`src/rtl/x2c_bcnt_reader.sv`:
```
// x2c_bcnt_reader: pops one byte count per packet from the byte-count FIFO,
// pulls ceil(count/8) words from the data FIFO and presents them as a framed
// valid/ready stream (sop/eop/byte enables) through a 2-entry skid buffer.
//
// state | meaning
// IDLE  | waiting for a byte-count entry; rdreq follows !bcnt_empty
// LEN   | byte count on bcnt_q; validate and load the word counter
// DAT   | issuing data reads; leave once the eop word is accepted
module x2c_bcnt_reader #(
  parameter int DWIDTH    = 64,
  parameter int BCW       = 32,
  parameter int MAX_BYTES = 9600
) (
  input  logic              clk,
  input  logic              reset_,
  input  logic              bcnt_empty,
  output logic              bcnt_rdreq,
  input  logic [BCW-1:0]    bcnt_q,
  input  logic              data_empty,
  output logic              data_rdreq,
  input  logic [DWIDTH-1:0] data_q,
  output logic [DWIDTH-1:0] tx_data,
  output logic              tx_valid,
  input  logic              tx_ready,
  output logic              tx_sop,
  output logic              tx_eop,
  output logic [7:0]        tx_be,
  output logic              bcnt_err,
  output logic [15:0]       pkt_cnt
);

  localparam logic [15:0] MAX_LEN = 16'(MAX_BYTES);

  typedef enum logic [1:0] {ST_IDLE, ST_LEN, ST_DAT} state_t;

  typedef struct packed {
    logic [DWIDTH-1:0] data;
    logic              sop;
    logic              eop;
    logic [7:0]        be;
  } word_t;

  state_t      state_q, state_d;
  logic [13:0] words_left_q, words_left_d;
  logic [2:0]  rem_q, rem_d;
  logic        first_q, first_d;
  logic        inf_q, inf_d;
  logic        inf_sop_q, inf_sop_d;
  logic        inf_eop_q, inf_eop_d;
  logic [7:0]  inf_be_q, inf_be_d;
  word_t       buf_q [2];
  word_t       buf_d [2];
  logic [1:0]  occ_q, occ_d;
  logic [15:0] pkt_cnt_q, pkt_cnt_d;

  logic [15:0] len;
  logic [16:0] len_p7;
  logic        len_bad;
  logic [7:0]  last_be;
  word_t       arr_w;
  word_t       head;
  logic        pop;
  logic        room;
  logic        unused_bcnt_hi;

  // Upper half of the byte-count entry is reserved.
  assign unused_bcnt_hi = ^bcnt_q[BCW-1:16];

  assign len     = bcnt_q[15:0];
  assign len_p7  = {1'b0, len} + 17'd7;
  assign len_bad = (len == 16'd0) || (len > MAX_LEN);
  assign last_be = (rem_q == 3'd0) ? 8'hFF : ~(8'hFF << rem_q);
  assign pkt_cnt = pkt_cnt_q;

  // Head of the stream: oldest stored word, else the word arriving from the FIFO this cycle.
  always_comb begin
    arr_w    = {data_q, inf_sop_q, inf_eop_q, inf_be_q};
    head     = '0;
    if (occ_q != 2'd0) begin
      head = buf_q[0];
    end else if (inf_q) begin
      head = arr_w;
    end
    tx_valid = (occ_q != 2'd0) | inf_q;
    pop      = tx_valid & tx_ready;
    tx_data  = head.data;
    tx_sop   = head.sop;
    tx_eop   = head.eop;
    tx_be    = head.be;
    // Stored + arriving words after this cycle's pop must leave a slot for the next read.
    room     = ({1'b0, occ_q} + {2'b00, inf_q}) < (3'd2 + {2'b00, pop});
  end

  // Next-state logic, FIFO read requests and word tagging.
  always_comb begin
    state_d      = state_q;
    words_left_d = words_left_q;
    rem_d        = rem_q;
    first_d      = first_q;
    inf_d        = 1'b0;
    inf_sop_d    = inf_sop_q;
    inf_eop_d    = inf_eop_q;
    inf_be_d     = inf_be_q;
    pkt_cnt_d    = pkt_cnt_q;
    bcnt_rdreq   = 1'b0;
    data_rdreq   = 1'b0;
    bcnt_err     = 1'b0;

    case (state_q)
      ST_IDLE: begin
        if (!bcnt_empty && reset_) begin
          bcnt_rdreq = 1'b1;
          state_d    = ST_LEN;
        end
      end
      ST_LEN: begin
        if (len_bad) begin
          bcnt_err = 1'b1;
          state_d  = ST_IDLE;
        end else begin
          words_left_d = len_p7[16:3];
          rem_d        = len[2:0];
          first_d      = 1'b1;
          state_d      = ST_DAT;
        end
      end
      ST_DAT: begin
        if ((words_left_q != 14'd0) && !data_empty && room && reset_) begin
          data_rdreq   = 1'b1;
          words_left_d = words_left_q - 14'd1;
          first_d      = 1'b0;
          inf_d        = 1'b1;
          inf_sop_d    = first_q;
          inf_eop_d    = (words_left_q == 14'd1);
          inf_be_d     = (words_left_q == 14'd1) ? last_be : 8'hFF;
        end
        if ((words_left_q == 14'd0) && pop && head.eop) begin
          state_d = ST_IDLE;
        end
      end
      default: state_d = ST_IDLE;
    endcase

    if (pop && head.eop) begin
      pkt_cnt_d = pkt_cnt_q + 16'd1;
    end
  end

  // Skid buffer: pop from the head, then append the arriving word unless it was consumed directly.
  always_comb begin
    logic [1:0] occ_tmp;
    buf_d   = buf_q;
    occ_tmp = occ_q;
    if (pop && (occ_q != 2'd0)) begin
      buf_d[0] = buf_q[1];
      occ_tmp  = occ_q - 2'd1;
    end
    if (inf_q && !(pop && (occ_q == 2'd0))) begin
      buf_d[occ_tmp[0]] = arr_w;
      occ_tmp           = occ_tmp + 2'd1;
    end
    occ_d = occ_tmp;
  end

  // State and datapath registers with synchronous active-low reset.
  always_ff @(posedge clk) begin
    if (!reset_) begin
      state_q      <= ST_IDLE;
      words_left_q <= '0;
      rem_q        <= '0;
      first_q      <= 1'b0;
      inf_q        <= 1'b0;
      inf_sop_q    <= 1'b0;
      inf_eop_q    <= 1'b0;
      inf_be_q     <= '0;
      buf_q        <= '{default: '0};
      occ_q        <= '0;
      pkt_cnt_q    <= '0;
    end else begin
      state_q      <= state_d;
      words_left_q <= words_left_d;
      rem_q        <= rem_d;
      first_q      <= first_d;
      inf_q        <= inf_d;
      inf_sop_q    <= inf_sop_d;
      inf_eop_q    <= inf_eop_d;
      inf_be_q     <= inf_be_d;
      buf_q        <= buf_d;
      occ_q        <= occ_d;
      pkt_cnt_q    <= pkt_cnt_d;
    end
  end

endmodule

```
`config.mk`:
```
export PLATFORM = sky130hd
export DESIGN_NAME = x2c_bcnt_reader
export DESIGN_NICKNAME = d
export VERILOG_FILES = /design/src/rtl/x2c_bcnt_reader.sv
export SDC_FILE = /design/constraint.sdc
export NUM_CORES = 1
export LEC_CHECK = 0
export ABC_AREA = 1
export CORE_AREA = 2 2 149 151
export CTS_CLUSTER_SIZE = 8
export DETAILED_ROUTE_END_ITERATION = 8
export DIE_AREA = 0 0 151 153
export PLACE_DENSITY = 0.77
export SLEW_MARGIN = 20
export SYNTH_ARGS = -nofsm -noshare
export SYNTH_HDL_FRONTEND = slang
export SYNTH_SLANG_ARGS = --single-unit
```
`constraint.sdc`:
```
create_clock -name clk -period 2.45 [get_ports clk]
set_input_delay 0.49 -clock clk [delete_from_list [all_inputs] [get_ports clk]]
set_output_delay 0.49 -clock clk [all_outputs]
set_load 0.05 [all_outputs]
```
### After elaboration in Yosys (flattened, before gate mapping)

Index checks and enable logic that the tools add are counted.

| storage, ports and cells | value |
|---|---|
| register bits | 197 |
| bits of input ports | 101 |
| output and inout bits | 94 |
| logic and storage cells | 96 |

| cells by class | value |
|---|---|
| add/sub/neg operators | 7 |
| order comparisons | 4 |
| eq/ne operators | 7 |
| shift operators | 1 |
| mux-type cells | 27 |
| bitwise operators | 5 |
| reduce and logical (&&, ||, !) cells | 27 |

Operator list:

| kind | number |
|---|---|
| $mux 74 | 4 |
| $bwmux 148 | 1 |
| $mux 148 | 1 |
| $demux 74 s1 | 1 |
| $mux 14 | 2 |
| $pmux 14 s2 | 1 |
| $add 16x3->17 const B | 1 |
| $add 16x1->16 const B | 1 |
| $gt 16x14->1 const B | 1 |
| $logic_not 16->1 | 1 |
| $mux 8 | 2 |
| $eq 14x1->1 const B | 1 |
| $logic_not 14->1 | 1 |
| $reduce_bool 14->1 | 1 |
| $sub 14x1->14 const B | 1 |
| $logic_and 1x1->1 | 11 |
| $mux 2 | 5 |
| $mux 1 | 8 |
| $ne 2x2->1 const B | 4 |
| $not 8->8 | 1 |
| $shl 8x3->8 const A | 1 |
| $pmux 2 s3 | 1 |
| $reduce_and 2->1 | 3 |
| $logic_not 2->1 | 2 |
| 19 further kinds | 22 |

### Longest topological paths before layout

Gate-level depths: netlist of run 1.

| depth | value |
|---|---|
| word-level depth | 12 |
| gate-level depth with buffers | 15 |
| gate-level depth less buffers | 12 |

### Worst setup path before layout of run 1

OpenSTA, ideal clock, no wires.

| timing | value |
|---|---|
| kind | reg-to-reg |
| start point | register occ_q[0] |
| end point | register with a tool-made name |
| library setup time | 133 ps |
| arrival time | 2636 ps |
| path slack | -319 ps |
| cell stages (with the launch flop) | 15 |
| buffers on the path | 3 |
| cell sequence | dfxtp_1 -> inv_1 -> ha_1 -> nand2_1 -> nand2_1 -> inv_2 -> nand2_4 -> xor2_2 -> inv_1 -> ha_1 -> clkbuf_1 -> inv_1 -> clkbuf_1 -> clkbuf_1 -> a21oi_1 |

RTL lines:

| item | RTL line | text |
|---|---|---|
| from (decl) | 53 | `logic [1:0] occ_q, occ_d;` |
| from (signal assigned) | 177 | `occ_q <= '0;` |
| from (signal assigned) | 189 | `occ_q <= occ_d;` |

### Worst setup path after layout of run 1

| timing | value |
|---|---|
| start point | register occ_q[0] |
| end point | output tx_data[17] |

| on the way | value |
|---|---|
| cells in the longest elaborated chain, start to end | 2 |

Ends and longest elaborated chain:

| item | RTL line | text |
|---|---|---|
| $reduce_bool 2->1 | 79 | `if (occ_q != 2'd0) begin` |
| $mux 74 | 79 |  |
| to (decl) | 22 | `output logic [DWIDTH-1:0] tx_data,` |

No other way between the ends.

==> metrics.txt, run 1 <==
Routed WL 27.8 mm; P&R area growth vs syn 26.3%; dominant cells by area after synthesis dfxtp_1, nand2_1, nor2_1, nand3_1, o21ai_0; DP Worst Slack 27.8 ps; max incr delay on CP 350 ps; slew margin rel. 0.482; highest fanout seen on the critical path 14; Slew @ Worst Pin 777 ps; setup bufs post-CTS 0; Die Y 153 um; TritonCTS Sinks 197; Pwr Density 507 nW/um^2; Core ar. 21500 um^2; first-pass GRT wire length 46.0 mm; Final #Nets 1876; Seq pwr share 0.496; Clk Tree Root Cell clkbuf_16; RSZ-0062 raised after global routing yes; Peak Freq 0.419 GHz; DR WL/cell 13.5 um; DRC 0; Setup TNS Final 0 ps; Post-Place Cell Area 12100 um^2; final worst path period need 2390 ps; grt ovf 0; Yosys top cell area share 0.389; Seq cells post-synth 197; Max-cap violations 0; Crit-path slowest cell dfxtp_2; Clk Latency, worst-skew pair 440 ps; Critical Path Start Type flip-flop; Max IR drop VDD 0.427 mV; count of input and output buffers 178; fraction of registers with async set/reset 0; sw power 1.62 mW; Worst-path clk slew 80 ps; final setup vio count 0; WS Path Type reg -> out; Slew Limit Fails 0; Pleak 6.17 nW; GP Congestion 0.850; vias in the first global route 9648; CP arrival 1900 ps; synth unique cells 31; CP Capture Type output pin; TritonCTS clock tree built; initial core utilization 0.472; First-pass DRT Iterations 5; HP Class reg -> reg; Gate power share 0.070; Antenna Diode Count 0; Post-Syn Instances 1633; design area 12800 um^2; H-tree levels 4; total number of vias 10700; hold-fix buffers at CTS 0; clk buf depth 2; Post-synth EDFFs 0; Hold WS 454 ps; largest net degree at the start of global routing 183; final worst-path cycle share 0.975; critical path cell sequence inv_1, ha_4, buf_6, buf_12, nand3_1, nand2_1, buf_4; synth cell count leaders nand2_1, nor2_1, nand3_1; clock buffer count from CTS 17; I/O pin cnt 195; Die Width 151 um; Die ar. 23100 um^2; sequential fraction of the synthesis area 0.389; Switching Share 0.250; Cell Area, Synth 10100 um^2; Power Internal 4.87 mW; data required time at the worst endpoint 1960 ps; layout cells sized above 1 0.0956; Main synth FF type dfxtp_1; dpl hpwl 17.4 mm; Hold Fails Final Rpt 0; yosys warns 0; area leader, netlist dfxtp_1; top-count cell post-synth nand2_1; GRT Overall Usage 0.238; status completed; skew final 13.9 ps; clock group share of total power 0.434; Final WS setup 60.7 ps; Final ANT Viol Nets 0; initial drt markers 677; Placement Rows 54; syn avg cell area 6.21 um^2; antenna violations before repair 0; synthesized net count 1744; vias per std cell 5.19
stage by stage:
stage / std cells / util / power, mW
after CTS: 2056 / 0.593 / 6.54
after global routing: 2058 / 0.596 / 6.72
after detailed placement: 2024 / 0.563 / 3.74
after floorplan: 1633 / - / 3.49
final: 2058 / 0.596 / 6.49
after global placement: 2024 / 0.563 / 3.74
cell families after synthesis:
kind of cell,share of synthesized area
AND/OR/NAND/NOR,0.438
XOR/XNOR,0.00852
flip-flops,0.389
buffers and inverters,0.0779
adder cells (fa/ha/maj),0.0123
AO/OA/AOI/OAI,0.0743
layout make-up:
class,instances,area [um^2]
Fill cell,2055,8690
Multi-Input combinational cell,1245,5440
Sequential cell,197,3950
Timing Repair Buffer,223,2160
Clock buffer,17,425
Tap cell,280,350
Inverter,81,307
Clock inverter,15,169
routing by layer:
metal	up-vias	track usage	routed length [um]	part of all wire
li1	5474	-	-	-
met1	4878	0.315	12500	0.45
met2	291	0.398	13300	0.48
met3	28	0.0448	1650	0.059
met4	0	0.0605	384	0.014
met5	-	0	0	0
worst paths after layout:
kind	from	endpoint	slack, ps	cells past startpoint
hold / removal	flip-flop	flip-flop	450	2
setup / recovery	occ_q[0]$_SDFF_PN0_	tx_data[17]	60	7
setup reg to reg	occ_q[0]$_SDFF_PN0_	flip-flop	280	13
hold reg to reg	flip-flop	flip-flop	450	2
power groups by stage:
stage | Clock (mW) | Combinational, mW | Sequential, mW
4_1_cts | 2.87 | 0.453 | 3.22
5_1_grt | 3.00 | 0.501 | 3.22
6_report | 2.82 | 0.456 | 3.22
3_3_place_gp | 0 | 0.444 | 3.29
2_1_floorplan | 0 | 0.201 | 3.29
3_5_place_dp | 0 | 0.449 | 3.30
timing repair:
item / in CTS / in global routing
resized for setup: 11 / 4
cloned: 0 / 2
endpoints found under the hold margin: 0 / 0
pin swaps: 0 / 0
endpoints found under the setup margin: 44 / 18
critical path, delay by kind of cell, from the launching register on:
| kind | cells | cell delay (ps) |
|---|---|---|
| adders and majority gates | 1 | 190 |
| buffers and inverters | 4 | 700 |
| DFF | 1 | 350 |
| and+or+nand+nor | 2 | 210 |
cells in the final DEF (no fill, tap or decap), drive strengths merged, types with 8 or more instances in the layout:
cell           count
nand2            421
inv               86
a21oi             35
nand3            267
buf              122
clkbuf            19
clkinv             8
ha                10
nor3               9
o21ai            100
nor2             372
clkdlybuf4s50     99
dfxtp            197
Note: power is estimated with default switching activity, not from simulation.
==> run 2, diff against run 1 <==
--- a/config.mk
+++ b/config.mk
@@ -12,5 +12,6 @@
 export DIE_AREA = 0 0 151 153
 export PLACE_DENSITY = 0.77
-export SLEW_MARGIN = 20
+export RECOVER_POWER = 50
+export SLEW_MARGIN = 40
 export SYNTH_ARGS = -nofsm -noshare
 export SYNTH_HDL_FRONTEND = slang
==> constraint.sdc (replaced) <==
create_clock -name clk -period 2.45 [get_ports clk]
set_input_delay 0.49 -clock clk [delete_from_list [all_inputs] [get_ports clk]]
set_output_delay 0.49 -clock clk [all_outputs]
set_load 0.01 [all_outputs]
==> metrics.txt, run 2 (synthesized netlist as in run 1, its figures left out) <==
final worst path period need 2430 ps; RSZ-0062 raised after global routing yes; Core ar. 21500 um^2; TritonCTS Sinks 197; Max IR drop VDD 0.478 mV; skew final 8.66 ps; initial core utilization 0.472; H-tree levels 4; antenna violations before repair 0; clk buf depth 2; CP Capture Type output pin; Critical Path Start Type flip-flop; highest fanout seen on the critical path 3; final setup vio count 0; fill cell count 1979; critical path's top delay family simple AND/OR/NAND/NOR gates; Die ar. 23100 um^2; CP arrival 1940 ps; DR WL/cell 14.2 um; Die Width 151 um; Hold Fails Final Rpt 0; First-pass DRT Iterations 5; Clk Tree Root Cell clkbuf_16; critical path cell sequence ha_2, ha_2, nor4_4, nand3_2, inv_2, clkdlybuf4s15_2; most used cell, CP ha_2; met2 wire length 13.9 mm; Pwr Density 487 nW/um^2; R2R depth 13; DRC 0; GP Congestion 0.901; Slew Limit Fails 0; launch point of the worst reg-to-reg path occ_q[0]$_SDFF_PN0_; layout cells sized above 1 0.0993; most common cell after layout, fill and taps aside nand2_1; total number of vias 11000; I/O pin cnt 195; Routed WL 29.8 mm; Crit-path slowest cell dfxtp_4; worst hold stages 2; largest net degree at the start of global routing 183; Pleak 6.83 nW; Clk Latency, worst-skew pair 430 ps; Post-Place Cell Area 12400 um^2; TritonCTS clock tree built; GRT Overall Usage 0.255; vias per std cell 5.23; Metal-1 WL 13.0 mm; placed cell count 2037; first-pass GRT wire length 48.8 mm; hold-fix buffers at CTS 0; P&R area growth vs syn 31.1%; Worst-path clk slew 80 ps; HP Class reg -> reg; Slew @ Worst Pin 927 ps; design area 13300 um^2; Final #Nets 1910; Max-cap violations 0; status completed; max incr delay on CP 370 ps; Antenna Diode Count 0; critical path buffer and inverter count 2; data required time at the worst endpoint 1960 ps; count of input and output buffers 178; grt ovf 0; WS Path Type reg -> out; clock buffer count from CTS 17; Placement Rows 54; uppermost routed layer met4; slew margin rel. 0.382; WL met3 2.36 mm; Peak Freq 0.412 GHz; dpl hpwl 17.6 mm; reg-to-reg slack, setup 190 ps; fin cells 2092; vias in the first global route 10000; initial drt markers 904; final worst-path cycle share 0.991; Die Y 153 um; most frequent cells in the layout nand2_1, nor2_1, nand3_1, dfxtp_1, clkdlybuf4s50_1; Final ANT Viol Nets 0
[run 2: cell types whose count changed in the layout (fill, tap and decap cells not counted), sizes merged, moves of 3 or more]
cell,previous run,this run
dlymetal6s2s,0,28
inv,86,89
buf,122,79
clkbuf,19,61
[run 2: worst max path at each step]
stage / startpoint / to / slack [ps] / cells after the start
3_5_place_dp: bcnt_q[7] / bcnt_err / -140 / 8
2_1_floorplan: occ_q[0]$_SDFF_PN0_ / flip-flop / 4 / 14
4_1_cts: occ_q[0]$_SDFF_PN0_ / tx_data[0] / -220 / 7
3_3_place_gp: bcnt_q[7] / bcnt_err / -160 / 8
6_report: occ_q[0]$_SDFF_PN0_ / data_rdreq / 20 / 6
5_1_grt: occ_q[0]$_SDFF_PN0_ / data_rdreq / -70 / 6
[run 2: repair_timing]
item,CTS,global route
endpoints found under the setup margin,76,99
setup buffers,5,10
resized for setup,61,136
cloned,7,1
pin swaps,3,4
[run 2: where the power goes]
group,switching (mW),internal [mW]
Sequential,0.00967,3.21
Clock,1.40,1.40
Combinational,0.243,0.218
[run 2: layout make-up]
type / instances / area [um^2] / area share
clock buffers: 18 / 439 / 0.0330
clock inverters: 14 / 153 / 0.0115
inverters: 81 / 319 / 0.0240
multi-input cells: 1245 / 5470 / 0.411
flip-flops and latches: 197 / 3950 / 0.297
well taps: 280 / 350 / 0.0264
repair buffers: 256 / 2610 / 0.196
repair inverters: 1 / 6.26 / 0.000471
[run 2: stage by stage]
stage	hold slack, ps	power (mW)	TNS (ps)	worst slack (ps)	utilization
after floorplan	418	3.48	0	3.73	-
after global routing	470	6.71	-475	-65.4	0.619
after global placement	430	3.74	-242	-161	0.578
after detailed placement	441	3.74	-230	-141	0.578
final	451	6.47	0	21.6	0.619
after CTS	452	6.52	-6960	-221	0.615
[run 2: worst register-to-register path, stage by stage, from the launching register on]
cell	delay, ps
dfxtp_4	380
inv_2	50
ha_4	220
nand2_1	110
nand2_1	90
buf_4	150
inv_2	100
nand2_4	80
xor2_2	150
inv_1	70
ha_2	250
buf_6	230
o21ai_0	150
a21oi_1	180
[run 2: metal layers]
metal / track usage / vias up
met5: 0 / -
met3: 0.0496 / 39
li1: - / 5547
met1: 0.335 / 4991
met4: 0.0761 / 0
met2: 0.424 / 374
